===== src/rtl/ram64_ctrl_pkg.sv =====
// ram64_ctrl_pkg: shared sizes and state encoding for the ram64 front end
package ram64_ctrl_pkg;
    localparam int RAM64_WORDS = 64;
    localparam int RAM64_AW = 6;
    localparam int WORD_W = 16;
    typedef enum logic {CLEAR, RUN} state_t;
endpackage


===== src/rtl/ram64_ctrl.sv =====
// ram64_ctrl: serialises valid/ready requests into ram64 accesses with registered responses
module ram64_ctrl
    import ram64_ctrl_pkg::*;
#(
    parameter logic [WORD_W-1:0] FILL_VALUE = 16'h0000,
    parameter bit CLEAR_ON_RESET = 1'b1
) (
    input  logic                clk,
    input  logic                reset_n,
    input  logic                clr_start,
    input  logic                req_valid,
    output logic                req_ready,
    input  logic                req_we,
    input  logic [RAM64_AW-1:0] req_addr,
    input  logic [WORD_W-1:0]   req_wdata,
    output logic                rsp_valid,
    input  logic                rsp_ready,
    output logic                rsp_we,
    output logic [WORD_W-1:0]   rsp_data,
    output logic                busy,
    output logic [WORD_W-1:0]   mem_in,
    output logic [RAM64_AW-1:0] mem_address,
    output logic                mem_load,
    input  logic [WORD_W-1:0]   mem_out
);
    state_t state_q, state_d;
    logic [RAM64_AW-1:0] clr_addr_q, clr_addr_d;
    logic rsp_valid_q, rsp_valid_d, rsp_we_q, rsp_we_d, accept;
    logic [WORD_W-1:0] rsp_data_q, rsp_data_d;

    always_comb begin
        state_d = state_q;
        clr_addr_d = clr_addr_q;
        rsp_valid_d = rsp_valid_q;
        rsp_we_d = rsp_we_q;
        rsp_data_d = rsp_data_q;
        busy = state_q == CLEAR;
        req_ready = state_q == RUN && !clr_start && (!rsp_valid_q || rsp_ready);
        accept = req_valid && req_ready;
        mem_load = busy || (accept && req_we);
        mem_address = busy ? clr_addr_q : req_addr;
        mem_in = busy ? FILL_VALUE : req_wdata;
        if (busy) begin
            clr_addr_d = clr_addr_q + 1'b1;
            state_d = clr_addr_q == RAM64_AW'(RAM64_WORDS - 1) ? RUN : CLEAR;
        end else if (clr_start) begin
            state_d = CLEAR;
            clr_addr_d = '0;
        end
        // a new accept overwrites the response slot; otherwise a consumed response retires
        if (accept) begin
            rsp_valid_d = 1'b1;
            rsp_we_d = req_we;
            rsp_data_d = req_we ? req_wdata : mem_out;
        end else if (rsp_valid_q && rsp_ready) begin
            rsp_valid_d = 1'b0;
        end
    end

    always_ff @(posedge clk) begin
        if (!reset_n) begin
            state_q <= CLEAR_ON_RESET ? CLEAR : RUN;
            clr_addr_q <= '0;
            rsp_valid_q <= 1'b0;
            rsp_we_q <= 1'b0;
            rsp_data_q <= '0;
        end else begin
            state_q <= state_d;
            clr_addr_q <= clr_addr_d;
            rsp_valid_q <= rsp_valid_d;
            rsp_we_q <= rsp_we_d;
            rsp_data_q <= rsp_data_d;
        end
    end

    assign rsp_valid = rsp_valid_q;
    assign rsp_we = rsp_we_q;
    assign rsp_data = rsp_data_q;
endmodule


===== config.mk =====
export PLATFORM = sky130hd
export DESIGN_NAME = ram64_ctrl
export DESIGN_NICKNAME = d
export VERILOG_FILES = /design/src/rtl/ram64_ctrl_pkg.sv /design/src/rtl/ram64_ctrl.sv
export SDC_FILE = /design/constraint.sdc
export NUM_CORES = 1
export LEC_CHECK = 0
export ABC_CLOCK_PERIOD_IN_PS = 2950
export CORE_AREA = 3 3 65 67
export CTS_BUF_LIST = sky130_fd_sc_hd__clkbuf_4 sky130_fd_sc_hd__clkbuf_8 sky130_fd_sc_hd__clkbuf_16
export DETAILED_ROUTE_END_ITERATION = 7
export DIE_AREA = 0 0 68 70
export GPL_TIMING_DRIVEN = 0
export PLACE_DENSITY = 0.86
export SKIP_CTS_REPAIR_TIMING = 1
export SYNTH_ARGS = -nofsm -noshare
export SYNTH_HDL_FRONTEND = slang
export SYNTH_SLANG_ARGS = --single-unit

===== constraint.sdc =====
create_clock -name clk -period 2.95 [get_ports clk]
set_clock_uncertainty 0.1 [all_clocks]
set_input_delay 0.59 -clock clk [delete_from_list [all_inputs] [get_ports clk]]
set_output_delay 0.59 -clock clk [all_outputs]
set_load 0.03 [all_outputs]

### Word level (Yosys, flattened, before mapping)

Index checks and enable logic that the tools add are counted.
Widths: inputs -> output; s select.

| storage, ports and cells | value |
|---|---|
| logic and storage cells | 29 |
| register bits after elaboration | 25 |
| output and inout port bits | 43 |

| operators by class | value |
|---|---|
| mux-type cells | 10 |
| bitwise operators | 1 |
| equality and inequality tests | 2 |
| reduce and logical (&&, ||, !) cells | 10 |
| add/sub/neg operators | 1 |

Operators with widths:

| kind | count |
|---|---|
| $mux 16 | 2 |
| $mux 6 | 3 |
| $add 6x1->6 const B | 1 |
| $eq 6x6->1 const B | 1 |
| $logic_and 1x1->1 | 5 |
| $mux 1 | 5 |
| $logic_not 1->1 | 2 |
| $logic_or 1x1->1 | 2 |
| $ne 2x2->1 const B | 1 |
| $reduce_bool 2->1 | 1 |
| $not 1->1 | 1 |

### Depth between registers and ports, before layout

| depth | value |
|---|---|
| depth after elaboration | 6 |
| depth in mapped cells | 6 |
| mapped depth without buffers | 4 |

### Worst setup path after synthesis

OpenSTA, ideal clock, no wires.

| timing path | value |
|---|---|
| path type | input port to output port |
| from | in clr_start |
| to | out mem_load |
| cell stages on the path | 5 |
| path buffers | 2 |
| arrival | 1.908 ns |
| path slack | 0.352 ns |
| cell sequence | and2b_4 nand3_2 buf_6 buf_6 o21ai_0 |

| between the ends | value |
|---|---|
| longest elaborated chain between the ends | 6 |

RTL lines:

| what | line | text |
|---|---|---|
| start, declared | ram64_ctrl.sv:10 | `input logic clr_start,` |
| $logic_not 1->1 | ram64_ctrl.sv:38 | `req_ready = state_q == RUN && !clr_start && (!rsp_valid_q \|\| rsp_ready);` |
| $logic_and 1x1->1 (2 in series) | ram64_ctrl.sv:38 |  |
| $logic_and 1x1->1 | ram64_ctrl.sv:39 | `accept = req_valid && req_ready;` |
| $logic_and 1x1->1 | ram64_ctrl.sv:40 | `mem_load = busy \|\| (accept && req_we);` |
| $logic_or 1x1->1 | ram64_ctrl.sv:40 |  |
| end, declared | ram64_ctrl.sv:23 | `output logic mem_load,` |

Every way passes these cells.

### Worst setup path after layout

| timing path | value |
|---|---|
| from | in clr_start |
| to | out req_ready |

| between the ends | value |
|---|---|
| longest elaborated chain between the ends | 3 |

RTL lines:

| what | line | text |
|---|---|---|
| $logic_not 1->1 | ram64_ctrl.sv:38 |  |
| $logic_and 1x1->1 (2 in series) | ram64_ctrl.sv:38 |  |
| end, declared | ram64_ctrl.sv:12 | `output logic req_ready,` |

Every way passes these cells.

==> flow_summary.rst <==
.. list-table::
   :header-rows: 1

   * - Metric
     - Value
   * - Result of the run
     - finished, final reports clean
   * - Post-route cell area
     - 2394 sq um
   * - Antenna violations before repair
     - 0
   * - CTS buffer count
     - 3
   * - Classification of the worst setup path
     - in -> out
   * - CTS root buffer
     - sky130_fd_sc_hd__clkbuf_8
   * - Headroom to the max-slew limit
     - 0.6690
   * - Number of iterations in the first detailed-routing pass
     - 4
   * - Global router's overall resource usage
     - 0.1677
   * - Net count, final
     - 298
   * - Effective utilization at floorplan
     - 0.3938
   * - DRC violation count after routing
     - 0
   * - Routed wire length
     - 3970 um
   * - Antenna cell count
     - 0
   * - Mapped Cells
     - 165
   * - Crit-path slowest cell
     - sky130_fd_sc_hd__clkdlybuf4s50_1
   * - Ratio of final minimum period to clock period
     - 0.9757
   * - Vias in the first global route
     - 1405
   * - Maximum VDD drop
     - 0.1857 mV
   * - Row count
     - 22
   * - Routed WL per cell
     - 13.23 um
   * - Mean Syn Cell Area
     - 8.804 sq um
   * - Most used cells in the layout excluding fill and tap cells
     - sky130_fd_sc_hd__clkdlybuf4s50_1, sky130_fd_sc_hd__nand2_1, sky130_fd_sc_hd__dfxtp_1
   * - Worst-path maximum fanout
     - 7
   * - Clock transition at the registers of the reported paths
     - 0.08 ns
   * - # port buffers
     - 84
   * - Count of maximum capacitance violations
     - 0
   * - CP required
     - 2.26 ns
   * - Number of distinct standard cells referenced by the synthesized netlist
     - 25
   * - Die outline area
     - 4760 sq um
   * - Clock net sink count
     - 25
   * - Number of buffers between clock root and the deepest sink
     - 2
   * - Final min period
     - 2.878 ns
   * - Highest clock frequency the design can meet
     - 0.3474 GHz
   * - Flip-flop and latch area
     - 500.5 sq um
   * - Vias/cell
     - 4.800
   * - Final antenna-violating net count
     - 0
   * - Post-route worst setup slack
     - 0.07180 ns
   * - Post-synth net total
     - 210
   * - Critical path's largest stage delay
     - 0.67 ns
   * - Portion of the post-synthesis area used by sequential elements
     - 0.3445
   * - Number of vias after detailed routing
     - 1440
   * - Height of the die
     - 70 um
   * - Synth-to-Final Area Change
     - 64.77%
   * - HPWL after DPL
     - 3030 um
   * - GR Overflow Total
     - 0
   * - Leading cell type in the layout, fill and taps excluded
     - sky130_fd_sc_hd__clkdlybuf4s50_1
   * - Final number of max-transition violations
     - 0
   * - Placer's final routability congestion estimate
     - 0.8027
   * - Yosys reg bits
     - 25
   * - Wire length of the first global-routing pass
     - 6354 um
   * - Worst Hold Margin
     - 0.3595 ns
   * - Dpl ws
     - -0.3440 ns
   * - Least-Margin Pin Slew
     - 0.4966 ns
   * - Warnings from Yosys
     - 0
   * - Ratio of total power to cell area
     - 285.7 nW/um^2
   * - Worst skew pair latency
     - 0.26 ns
   * - Width of the die
     - 68 um
   * - Total negative setup slack
     - 0 ns
   * - Fill cell instance count of the final layout
     - 331
   * - Placement Cell Area
     - 2354 sq um
   * - Largest net degree at the start of global routing
     - 14
   * - Fraction of final layout cells sized beyond drive strength 1
     - 0.1389
   * - Cell type with the highest occurrence count on the critical path
     - sky130_fd_sc_hd__clkdlybuf4s50_1
   * - Chain of cells forming the critical path
     - clkdlybuf4s50_1 -> and2b_4 -> and2_1 -> clkdlybuf4s50_1
   * - Max H-tree Level
     - 1
   * - Standard cell core area
     - 3689 sq um
   * - Number of ports placed on the die boundary
     - 87
   * - Static leakage
     - 1.005 nW
   * - RSZ-0062 raised after global routing
     - no
   * - Area of the multi-input gates
     - 870.8 sq um
   * - Cell Count, Final, Fillers Out
     - 300
   * - Critical path data arrival time
     - 2.19 ns
   * - Number of cells after detailed placement
     - 297
   * - Min-Delay Path Class
     - reg -> reg
   * - Kind of launch point of the worst setup path
     - input port
   * - DR iter-0 viols
     - 69
   * - TritonCTS clock tree
     - done
   * - Number of hold-slack violations in the final timing report
     - 0
   * - Kind of capture point of the worst setup path
     - output port
   * - Post-synthesis cell area
     - 1453 sq um
   * - Count of endpoints failing setup in the final report
     - 0
==> final cells by class <==
class | instances | share of cell area
tap | 48 | 0.02509
sequential | 25 | 0.2091
inverter | 2 | 0.003136
buffer | 12 | 0.02927
timing repair buffer | 84 | 0.3492
multi-input combinational | 125 | 0.3638
clock buffer | 4 | 0.02039
==> synthesized netlist by cell type, drive strengths merged <==
| cell | number | share of area |
|---|---|---|
| and2b | 1 | 0.0069 |
| nor2b | 2 | 0.0086 |
| o21ai | 4 | 0.014 |
| a21oi | 1 | 0.0034 |
| inv | 2 | 0.0052 |
| clkbuf | 7 | 0.018 |
| o2bb2ai | 1 | 0.0060 |
| nand2 | 37 | 0.096 |
| nor2 | 5 | 0.013 |
| a21boi | 4 | 0.021 |
| mux2i | 18 | 0.12 |
| nand2b | 2 | 0.0086 |
| ha | 1 | 0.0086 |
| and4b | 1 | 0.0069 |
| buf | 6 | 0.033 |
| dfxtp | 25 | 0.34 |
| and2 | 18 | 0.078 |
| a31oi | 3 | 0.013 |
| mux2 | 22 | 0.17 |
| nand3 | 3 | 0.014 |
| nand4 | 2 | 0.0086 |
==> registers in the layout, summed over array words and instances, names as in the netlist <==
name,count
rsp_data,16
clr_addr_q,6
state_q,1
rsp_we,1
rsp_valid,1
==> path summary, 6_finish.rpt <==
path,start,to,slack [ns],cells past startpoint
setup / recovery,clr_start,req_ready,0.07,4
hold / removal,rsp_data[4],rsp_data[4],0.36,2
setup reg to reg,state_q,rsp_data[6],1.52,6
hold reg to reg,rsp_data[4],rsp_data[4],0.36,2
==> critical path, delay by kind of cell <==
kind | cells | cell delay (ns)
simple gates | 2 | 0.45
buf+inv | 2 | 1.14
==> through the flow <==
stage / util / power, mW
detailed placement: 0.6381 / 0.4820
floorplan: - / 0.4090
global route: 0.6489 / 0.7167
CTS: 0.6513 / 0.6947
finish: 0.6489 / 0.6839
global placement: 0.6381 / 0.4794
==> power by group <==
group	switching, mW	internal [mW]	total, mW	leakage, nW
Clock	0.105	0.106	0.210	0.0262
Combinational	0.0443	0.0829	0.127	0.776
Sequential	0.00574	0.341	0.346	0.202
Total	0.155	0.529	0.684	1.00
==> per-layer routing <==
metal | routed length (um) | vias to the layer above | track usage
met5 | 0 | - | 0
met4 | 29 | 0 | 0.03753
met3 | 383 | 4 | 0.04823
met2 | 1852 | 54 | 0.2773
met1 | 1704 | 656 | 0.2112
li1 | - | 726 | -
==> cell families (layout without fill, tap and decap cells) <==
| logic type | Yosys count | in the layout | share of synthesized area |
|---|---|---|---|
| mux | 40 | 40 | 0.2946 |
| simple gates | 71 | 71 | 0.2394 |
| buf+inv | 15 | 102 | 0.05599 |
| fa+ha+maj | 1 | 1 | 0.008612 |
| flops | 25 | 25 | 0.3445 |
| compound gates | 13 | 13 | 0.05685 |
No activity file was read; power rests on OpenSTA's default activity.
